**config.mk**
```make
export PLATFORM = sky130hd
export DESIGN_NAME = uart_tx_flat
export DESIGN_NICKNAME = d
export VERILOG_FILES = /design/src/rtl/uart_tx_if.sv /design/src/rtl/uart_tx.sv /design/src/flat_wrapper.sv
export SDC_FILE = /design/constraint.sdc
export NUM_CORES = 1
export LEC_CHECK = 0
export CORE_ASPECT_RATIO = 0.7
export CORE_MARGIN = 2
export CORE_UTILIZATION = 30
export DETAILED_ROUTE_END_ITERATION = 6
export GPL_ROUTABILITY_DRIVEN = 0
export MAX_ROUTING_LAYER = met4
export SYNTH_ARGS = -nofsm -noshare
export SYNTH_HDL_FRONTEND = slang
export SYNTH_SLANG_ARGS = --single-unit
```
**constraint.sdc**
```tcl
create_clock -name clk -period 5.8 [get_ports clk]
set_clock_uncertainty 0.2 [all_clocks]
set_input_delay 1.16 -clock clk [delete_from_list [all_inputs] [get_ports clk]]
set_output_delay 1.16 -clock clk [all_outputs]
set_load 0.05 [all_outputs]
```
**src/rtl/uart_tx_if.sv**
```systemverilog
// uart_tx_if: register-block side of the uart transmitter (data write, status, irq)
interface uart_tx_if;
  logic [7:0]  tx_d;
  logic        tx_d_valid;
  logic        tx_status_clr;
  logic [31:0] tx_status;
  logic        irq;
  modport master (output tx_d, tx_d_valid, tx_status_clr, input tx_status, irq);
  modport slave  (input tx_d, tx_d_valid, tx_status_clr, output tx_status, irq);
endinterface

```
**src/rtl/uart_tx.sv**
```systemverilog
// uart_tx: fifo-buffered 8-bit uart transmitter with optional parity, 1/2 stop bits, status and irq
module uart_tx #(
  parameter int FIFO_DEPTH = 8
) (
  input  logic        clk,
  input  logic        rst,
  input  logic [31:0] divider_i,
  input  logic [5:0]  config_i,
  input  logic [31:0] irqmask_i,
  output logic        tx_o,
  uart_tx_if.slave    bus
);
  localparam int AW = $clog2(FIFO_DEPTH);
  localparam int CW = AW + 1;
  typedef enum logic [2:0] {IDLE, START, DATA, PARITY, STOP} state_t;
  state_t        state_q, state_d;
  logic [31:0]   bcnt_q, bcnt_d, div_q, div_d;
  logic [7:0]    sh_q, sh_d, head;
  logic [2:0]    bit_q, bit_d;
  logic          stop_q, stop_d, par_en_q, par_en_d, stop2_q, stop2_d, par_q, par_d;
  logic          line_q, line_d, ovf_q, ovf_d, done_q, done_d, irq_q, irq_d;
  logic [CW-1:0] lvl_q, lvl_d;
  logic [AW-1:0] rd_q, rd_d, wr_q, wr_d;
  logic [7:0]    mem_q [FIFO_DEPTH];
  logic          full, empty, busy, tick, push, pop, last_stop;
  logic [4:0]    lvl5;
  logic          unused_bits;
  assign unused_bits = ^{config_i[5:4], irqmask_i[31:2]};
  always_comb begin
    full = lvl_q == CW'(FIFO_DEPTH);
    empty = lvl_q == '0;
    busy = state_q != IDLE;
    tick = bcnt_q == div_q - 32'd1;
    push = bus.tx_d_valid & ~full;
    last_stop = state_q == STOP & tick & (~stop2_q | stop_q);
    pop = config_i[0] & ~empty & (state_q == IDLE | last_stop);
    head = mem_q[rd_q];
    state_d = state_q;
    bcnt_d = busy & ~tick ? bcnt_q + 32'd1 : '0;
    div_d = div_q;
    sh_d = sh_q;
    bit_d = bit_q;
    stop_d = stop_q;
    par_en_d = par_en_q;
    stop2_d = stop2_q;
    par_d = par_q;
    case (state_q)
      START:  if (tick) state_d = DATA;
      DATA:   if (tick) begin
        sh_d = sh_q >> 1;
        bit_d = bit_q + 3'd1;
        if (bit_q == 3'd7) state_d = par_en_q ? PARITY : STOP;
      end
      PARITY: if (tick) state_d = STOP;
      STOP:   if (tick) begin
        stop_d = 1'b1;
        if (last_stop) state_d = IDLE;
      end
      default: ;
    endcase
    if (pop) begin
      state_d = START;
      bcnt_d = '0;
      sh_d = head;
      bit_d = '0;
      stop_d = 1'b0;
      div_d = divider_i == '0 ? 32'd1 : divider_i;
      par_en_d = config_i[1];
      par_d = ^head ^ config_i[2];
      stop2_d = config_i[3];
    end
    line_d = state_d == START ? 1'b0 : state_d == DATA ? sh_d[0] : state_d == PARITY ? par_d : 1'b1;
    lvl_d = lvl_q + CW'(push) - CW'(pop);
    rd_d = rd_q + AW'(pop);
    wr_d = wr_q + AW'(push);
    ovf_d = (bus.tx_d_valid & full) | (ovf_q & ~bus.tx_status_clr);
    done_d = last_stop | (done_q & ~bus.tx_status_clr);
    irq_d = |({done_q, empty & ~busy} & irqmask_i[1:0]);
  end
  always_ff @(posedge clk) begin
    if (rst) begin
      state_q <= IDLE;
      bcnt_q <= '0;
      div_q <= 32'd1;
      sh_q <= '0;
      bit_q <= '0;
      stop_q <= 1'b0;
      par_en_q <= 1'b0;
      stop2_q <= 1'b0;
      par_q <= 1'b0;
      line_q <= 1'b1;
      lvl_q <= '0;
      rd_q <= '0;
      wr_q <= '0;
      ovf_q <= 1'b0;
      done_q <= 1'b0;
      irq_q <= 1'b0;
    end else begin
      state_q <= state_d;
      bcnt_q <= bcnt_d;
      div_q <= div_d;
      sh_q <= sh_d;
      bit_q <= bit_d;
      stop_q <= stop_d;
      par_en_q <= par_en_d;
      stop2_q <= stop2_d;
      par_q <= par_d;
      line_q <= line_d;
      lvl_q <= lvl_d;
      rd_q <= rd_d;
      wr_q <= wr_d;
      ovf_q <= ovf_d;
      done_q <= done_d;
      irq_q <= irq_d;
    end
    if (push) mem_q[wr_q] <= bus.tx_d;
  end
  assign lvl5 = 5'(lvl_q);
  assign tx_o = line_q;
  assign bus.irq = irq_q;
  assign bus.tx_status = {19'd0, lvl5, 3'd0, done_q, ovf_q, busy, full, empty};
endmodule
```
**src/flat_wrapper.sv**
```systemverilog
// flat-port wrapper written by rule: the top's interface ports become plain ports
module uart_tx_flat 
#(
  parameter int FIFO_DEPTH = 8
)
  (clk, rst, divider_i, config_i, irqmask_i, tx_o, bus_tx_d, bus_tx_d_valid, bus_tx_status_clr, bus_tx_status, bus_irq);
  uart_tx_if bus_i ();
  input  logic clk;
  input  logic rst;
  input  logic [31:0] divider_i;
  input  logic [5:0] config_i;
  input  logic [31:0] irqmask_i;
  output logic tx_o;
  input wire logic [$bits(bus_i.tx_d)-1:0] bus_tx_d;
  input wire logic [$bits(bus_i.tx_d_valid)-1:0] bus_tx_d_valid;
  input wire logic [$bits(bus_i.tx_status_clr)-1:0] bus_tx_status_clr;
  output wire logic [$bits(bus_i.tx_status)-1:0] bus_tx_status;
  output wire logic [$bits(bus_i.irq)-1:0] bus_irq;
  assign bus_i.tx_d = bus_tx_d;
  assign bus_i.tx_d_valid = bus_tx_d_valid;
  assign bus_i.tx_status_clr = bus_tx_status_clr;
  assign bus_tx_status = bus_i.tx_status;
  assign bus_irq = bus_i.irq;
  uart_tx #(.FIFO_DEPTH(FIFO_DEPTH)) u_core (.clk(clk), .rst(rst), .divider_i(divider_i), .config_i(config_i), .irqmask_i(irqmask_i), .tx_o(tx_o), .bus(bus_i));
endmodule
```
== After elaboration in Yosys (flattened, before gate mapping) ==
Memory sizes are Yosys's and may differ from the RTL's. A register that Yosys moved wholly into a read port is not among the register bits.
Index checks and enable logic that the tools add are counted.

* Bits in registers: 96
* Bits in writable memories: 64
* Input port bits: 82
* Output and inout bits: 34
* Word-level logic and storage cells: 91
* Memories kept: 1

{| class="wikitable"
|+ Memory list
! memory !! depth !! width !! rd ports !! clocked after Yosys merged registers in !! wr ports !! RTL line !! RTL
|-
| u_core.mem_q || 8 || 8 || 1 || 1 || 1 || uart_tx.sv:24 || <nowiki>logic [7:0] mem_q [FIFO_DEPTH];</nowiki>
|}

* $add $sub $neg: 7
* Eq/ne operators: 10
* Mux-type cells: 20
* Bitwise logic cells: 23
* Reductions and logical operators: 13

{| class="wikitable"
|+ Operator list
! kind !! count
|-
| $add A32 B1 Y32 const B || 1
|-
| $eq A32 B32 Y1 || 1
|-
| $logic_not A32 Y1 || 1
|-
| $mux W32 || 1
|-
| $sub A32 B1 Y32 const B || 1
|-
| $mux W3 || 9
|-
| $mux W8 || 3
|-
| $eq A3 B2 Y1 const B || 4
|-
| $pmux W3 S4 || 1
|-
| $and A1 B1 Y1 || 10
|-
| $reduce_xor A8 Y1 || 1
|-
| $not A1 Y1 || 7
|-
| $add A3 B1 Y3 || 2
|-
| $eq A3 B1 Y1 const B || 2
|-
| $eq A3 B3 Y1 const B || 2
|-
| $mux W1 || 6
|-
| $reduce_and A2 Y1 || 3
|-
| $add A4 B1 Y4 || 1
|-
| $eq A4 B4 Y1 const B || 1
|-
| $logic_not A4 Y1 || 1
|-
| $or A1 B1 Y1 || 4
|-
| $reduce_bool A2 Y1 || 2
|-
| $reduce_or A2 Y1 || 2
|-
| $sub A4 B1 Y4 || 1
|-
| other kinds (6) || 6
|}

== Logic depth before layout (Yosys ltp) ==
* Depth after elaboration: 12
* Depth in mapped cells: 18
* Mapped depth without buffers: 17

== Worst setup path before layout ==
Ideal clock, no wire load.

* Kind: flip-flop to flip-flop
* Start point: register u_core.div_q[0]
* End point: register u_core.lvl_q[2]
* Setup time: 0.128 ns
* Arrival time: 3.824 ns
* Required time: 5.472 ns
* Slack: 1.648 ns
* Cell stages (with the launch flop): 19
* Path buffers: 1
* Path through: dfxtp_1 -> inv_1 -> ha_1 -> nor4b_4 -> nand3_2 -> or4_1 -> a22oi_1 -> and4_1 -> and4b_1 -> a21oi_2 -> inv_2 -> clkbuf_1 -> ha_1 -> inv_1 -> ha_1 -> inv_1 -> fa_1 -> xor2_1 -> nor2_1

* Cells in the longest elaborated chain, start to end: 7

{| class="wikitable"
|+ Ends and longest elaborated chain
! element !! RTL line !! RTL
|-
| start, declared || uart_tx.sv:17 || <nowiki>logic [31:0] bcnt_q, bcnt_d, div_q, div_d;</nowiki>
|-
| start signal, assigned || uart_tx.sv:101 || <nowiki>div_q <= div_d;</nowiki>
|-
| $sub A32 B1 Y32 || uart_tx.sv:33 || <nowiki>tick = bcnt_q == div_q - 32'd1;</nowiki>
|-
| $eq A32 B32 Y1 || uart_tx.sv:33 ||
|-
| $and A1 B1 Y1 (2 in a row) || uart_tx.sv:35 || <nowiki>last_stop = state_q == STOP & tick & (~stop2_q | stop_q);</nowiki>
|-
| $or A1 B1 Y1 || uart_tx.sv:36 || <nowiki>pop = config_i[0] & ~empty & (state_q == IDLE | last_stop);</nowiki>
|-
| $and A1 B1 Y1 || uart_tx.sv:36 ||
|-
| $sub A4 B1 Y4 || uart_tx.sv:73 || <nowiki>lvl_d = lvl_q + CW'(push) - CW'(pop);</nowiki>
|-
| end signal, assigned || uart_tx.sv:109 || <nowiki>lvl_q <= lvl_d;</nowiki>
|-
| end, declared || uart_tx.sv:22 || <nowiki>logic [CW-1:0] lvl_q, lvl_d;</nowiki>
|}

Every way passes these cells.
A chain may end at the register's enable or synchronous reset.

== Worst setup path after layout ==
Same ends and word-level chain as after synthesis.

==> results.md <==
Worst setup path:
- STA puts the critical path data required time at 5920 ps.
- The category of the worst setup path launch point is a flip-flop.
- STA classifies the critical path endpoint as a flip-flop.
- The category of the critical setup timing path is reg -> reg.
- The number of cells on the worst reg-to-reg path is 18.
- The largest single stage delay on the critical path is 690 ps.
- Traced cell by cell, the critical path runs through inv_1 -> ha_1 -> or4b_2 -> o31ai_1 -> o21ai_0 -> a32oi_1 -> and4_1 -> and4b_1 -> a21oi_2 -> buf_4 -> inv_2 -> ha_1 -> inv_1 -> ha_1 -> inv_1 -> fa_1 -> xor2_1 -> nor2_1.
- The slowest stage of the critical path belongs to the cell or4b_2.
- In this run the worst setup path terminates at u_core.lvl_q[2]$_SDFF_PP0_.
- In this run the worst setup path begins at u_core.div_q[0]$_SDFFE_PP1N_.
- In this run the critical register-to-register path is launched from u_core.div_q[0]$_SDFFE_PP1N_.
- The worst reg-to-reg setup slack is 1220 ps.
- The endpoint of the worst register-to-register path is u_core.lvl_q[2]$_SDFF_PP0_.
- Along the worst path, the maximum fanout reaches 16.
- The endpoint arrival time on the critical path is 4700 ps.

Pwr:
- Of the total power, the share spent switching nets is 0.361.
- The part of the total power dissipated in the clock network is 0.276.
- The switching power is 0.00141 W.
- Of the total power, combinational logic draws 0.351.
- The power per unit of standard cell area is 414 nW/um^2.
- Internal power comes to 0.00250 W.
- Summed over all cells, the static leakage comes to 3.25 nW.
- The worst-case IR drop observed on VDD is 0.226 mV.
- The share of total power dissipated in sequential elements is 0.373.

Drt:
- The post-route DRC violation count is 0.
- Detailed routing inserted a total of 5,731 vias.
- The final layout contains routed wiring with a total length of 19.4 mm.
- After detailed routing, the number of vias per cell comes to 4.92.
- The first detailed-routing pass took 5 iterations.
- The antenna violation net count after detailed routing is 0.
- Dividing the detail-routed wire length by the instance count gives 16.6 um.
- The detailed router's first-iteration violation count is 447.

Min path:
- The startpoint of the lowest-slack hold path is u_core.stop2_q$_SDFFE_PP0N_.
- The min-delay analysis places its worst path in the category reg -> reg.

Finish:
- The fraction of layout instances using a drive strength above 1 is 0.102.
- The total inserted antenna cells is 0.
- The area growth from synthesis to layout is 17.0%.
- The filler cell count is 2,657.
- In the final design database the tool counted 887 nets.

Run:
- The reported max-cap violation count is 0.

Placement:
- The worst-case setup slack after placement is 1250 ps.
- The total half-perimeter wirelength after legalization and detailed placement is 13.9 mm.
- During placement, the flow inserted port buffers numbering 60.

Yosys:
- The number of distinct library cells after synthesis is 76.
- By count the netlist is led by 96 x dfxtp_1, 74 x nor2_1, 64 x edfxtp_1.
- By area the synthesized netlist is led by dfxtp_1 24%, edfxtp_1 24%, xor2_1 4.6%, mux4_2 4.5%, xnor2_1 4.4%.
- In the post-synthesis netlist, the cell with the most instances is dfxtp_1.
- For this run, the leading register cell type out of synthesis is dfxtp_1.
- The synthesized instance count is 748.
- The post-synthesis cell type with the largest combined area is dfxtp_1.
- Yosys mapped a number of flops with a built-in enable equal to 64.
- The async set-reset flop share out of synthesis is 0.
- The post-synthesis sequential element count is 160.
- After synthesis the cells add up to 8070 um^2.
- Of the post-synthesis cell area, the dominant cell type holds 0.238.
- A synthesized cell averages 10.8 um^2.
- The part of the Yosys area used for sequential elements is 0.476.
- During synthesis, Yosys emitted a total of 0 warnings.

Clocking:
- The maximum number of buffers from clock root to sink is 2.
- The number of clock sinks seen by CTS is 160.
- The number of buffers inserted during clock tree synthesis is 17.
- TritonCTS built the clock tree.
- The root cell of the clock tree is clkbuf_16.
- The clock transition at the registers of the reported paths is 70 ps.
- The number of hold buffers added after CTS was 0.
- At the later pin of the worst-skew pair, clock insertion delay measures 440 ps.
- The count of buffers added by post-CTS timing repair for setup is 0.
- The post-cts resize count is 0.
- The number of levels the H-tree was split into is 4.

Timing:
- Measured against its own limit, the worst slew margin works out to 0.210.
- The upper clock frequency limit is 0.218 GHz.
- The number of hold violations in the final report is 0.
- Setup violations remaining at the end of the flow were counted as 0.
- The worst path in the final design needs a cycle of 4580 ps, including I/O delays and setup.
- The post-layout worst setup margin is 1220 ps.
- The setup TNS is 0 ps.
- At the pin with the least slew margin, the transition time is 1180 ps.
- In the finished design, the share of the clock period the worst path needs comes to 0.790.
- Setup repair after global routing left no endpoint under its margin.
- The final-report max-slew violation count is 0.

Run status:
- The flow ran to the end, and the final reports show no timing, DRC or antenna violations.

Die:
- The number of core rows is 50.
- The initial utilization of the core area, before any placement, comes to 0.304.
- The die area is 28,300 um^2.
- The width of the die is 200 um.
- The floorplan core area is 26,600 um^2.
- The height of the die is 141 um.
- 116 I/O pins were placed.

Global routing:
- Entering global routing, the biggest net connects 35 pins.
- The wire length of the first global-routing pass is 30.9 mm.
- The initial antenna violation count is 0.
- The number of global-route vias before repair is 5,522.
- The overall fraction of global-route tracks in use is 0.148.
- The final global-route overflow total is 0.
-- cells by family after synthesis --
kind of cell	synth area share
other	0.000465
and+or+nand+nor	0.181
buffers and inverters	0.0569
xor gates and xnor gates	0.0901
muxes	0.0724
DFF	0.476
AOI/OAI and AO/OA	0.0991
adders and majority gates	0.0242
-- final cells by class --
class                           instances  area (um^2)  share of cell area
Tap cell                              364          455              0.0482
Sequential cell                       160         3840               0.407
Inverter                               19         71.3             0.00755
Clock buffer                           18          429              0.0454
Multi-Input combinational cell        526         3870               0.410
Clock inverter                         13          130              0.0138
Timing Repair Buffer                   66          646              0.0684
-- power by group through the flow --
stage / clock network [W] / registers, W / logic, W
4_1_cts: 0.00111 / 0.00146 / 0.00138
5_1_grt: 0.00114 / 0.00148 / 0.00151
2_1_floorplan: 0 / 0.00144 / 0.00108
3_5_place_dp: 0 / 0.00148 / 0.00137
3_3_place_gp: 0 / 0.00148 / 0.00135
6_report: 0.00108 / 0.00146 / 0.00137
-- registers in the layout, summed over array words and instances (netlist names) --
name / count
u_core.done_q: 1
u_core.bit_q: 3
u_core.bcnt_q: 32
u_core.state_q: 3
u_core.wr_q: 3
u_core.mem_q: 64
u_core.ovf_q: 1
u_core.stop_q: 1
u_core.rd_q: 3
u_core.par_en_q: 1
u_core.par_q: 1
u_core.stop2_q: 1
u_core.sh_q: 8
u_core.tx_o: 1
u_core.div_q: 32
u_core.lvl_q: 4
u_core.bus.irq: 1
-- cells in the final DEF, fill, tap and decap left out, drive strengths merged, types with 3 or more instances in the layout --
cell           count
a211oi             9
clkdlybuf4s50     60
clkbuf            18
mux2i             19
nand4             21
o21ai             13
nor2b              8
nor4              22
or4                4
mux4              16
nand3b             6
clkinvlp           4
and3               6
nor3              24
a21oi             19
or3                8
and4               7
xnor2             41
buf                6
a22o              31
edfxtp            64
dfxtp             96
mux2               3
nor2              74
conb              23
and2               8
a32oi              3
xor2              42
nand2b            10
a21o               3
nand3             18
inv               25
a31o               3
ha                14
nand2             34
-- metal layers --
layer  global-route usage  routed length [um]  part of all wire  up-vias
li1                     -                   -                 -     2776
met1                0.226               10500              0.54     2773
met2                0.191                7530              0.39      166
met3               0.0294                1040             0.054       16
met4               0.0456                 314             0.016        0
met5                    -                   0                 0        -
-- worst min-delay path by stage --
stage / cells after the start / slack, ps / to
global route: 2 / 320 / u_core.stop2_q$_SDFFE_PP0N_
CTS: 2 / 270 / u_core.stop2_q$_SDFFE_PP0N_
finish: 2 / 270 / u_core.stop2_q$_SDFFE_PP0N_
global placement: 1 / 240 / u_core.stop_q$_SDFFE_PP0P_
detailed placement: 1 / 260 / u_core.stop_q$_SDFFE_PP0P_
floorplan: 1 / 230 / u_core.stop_q$_SDFFE_PP0P_
-- metrics by stage --
| stage | cells | cell area [um^2] | hold slack (ps) | power (W) | utilization |
|---|---|---|---|---|---|
| after global routing | 1166 | 9450 | 319 | 0.00413 | 0.355 |
| after floorplan | 770 | 8150 | 232 | 0.00252 | - |
| after detailed placement | 1135 | 8890 | 260 | 0.00285 | 0.334 |
| after global placement | 1135 | 8890 | 240 | 0.00283 | 0.334 |
| final | 1166 | 9450 | 267 | 0.00391 | 0.355 |
| after CTS | 1166 | 9450 | 274 | 0.00394 | 0.355 |
-- worst max-delay path, delay by kind of cell, from the launching register on --
family | cells | cell delay, ps
adder cells (fa/ha/maj) | 4 | 1070
AO/OA/AOI/OAI | 4 | 810
AND/OR/NAND/NOR | 4 | 1210
buffers and inverters | 5 | 640
flip-flops | 1 | 370
XOR/XNOR | 1 | 160
Note: power is estimated with default switching activity, not from simulation.
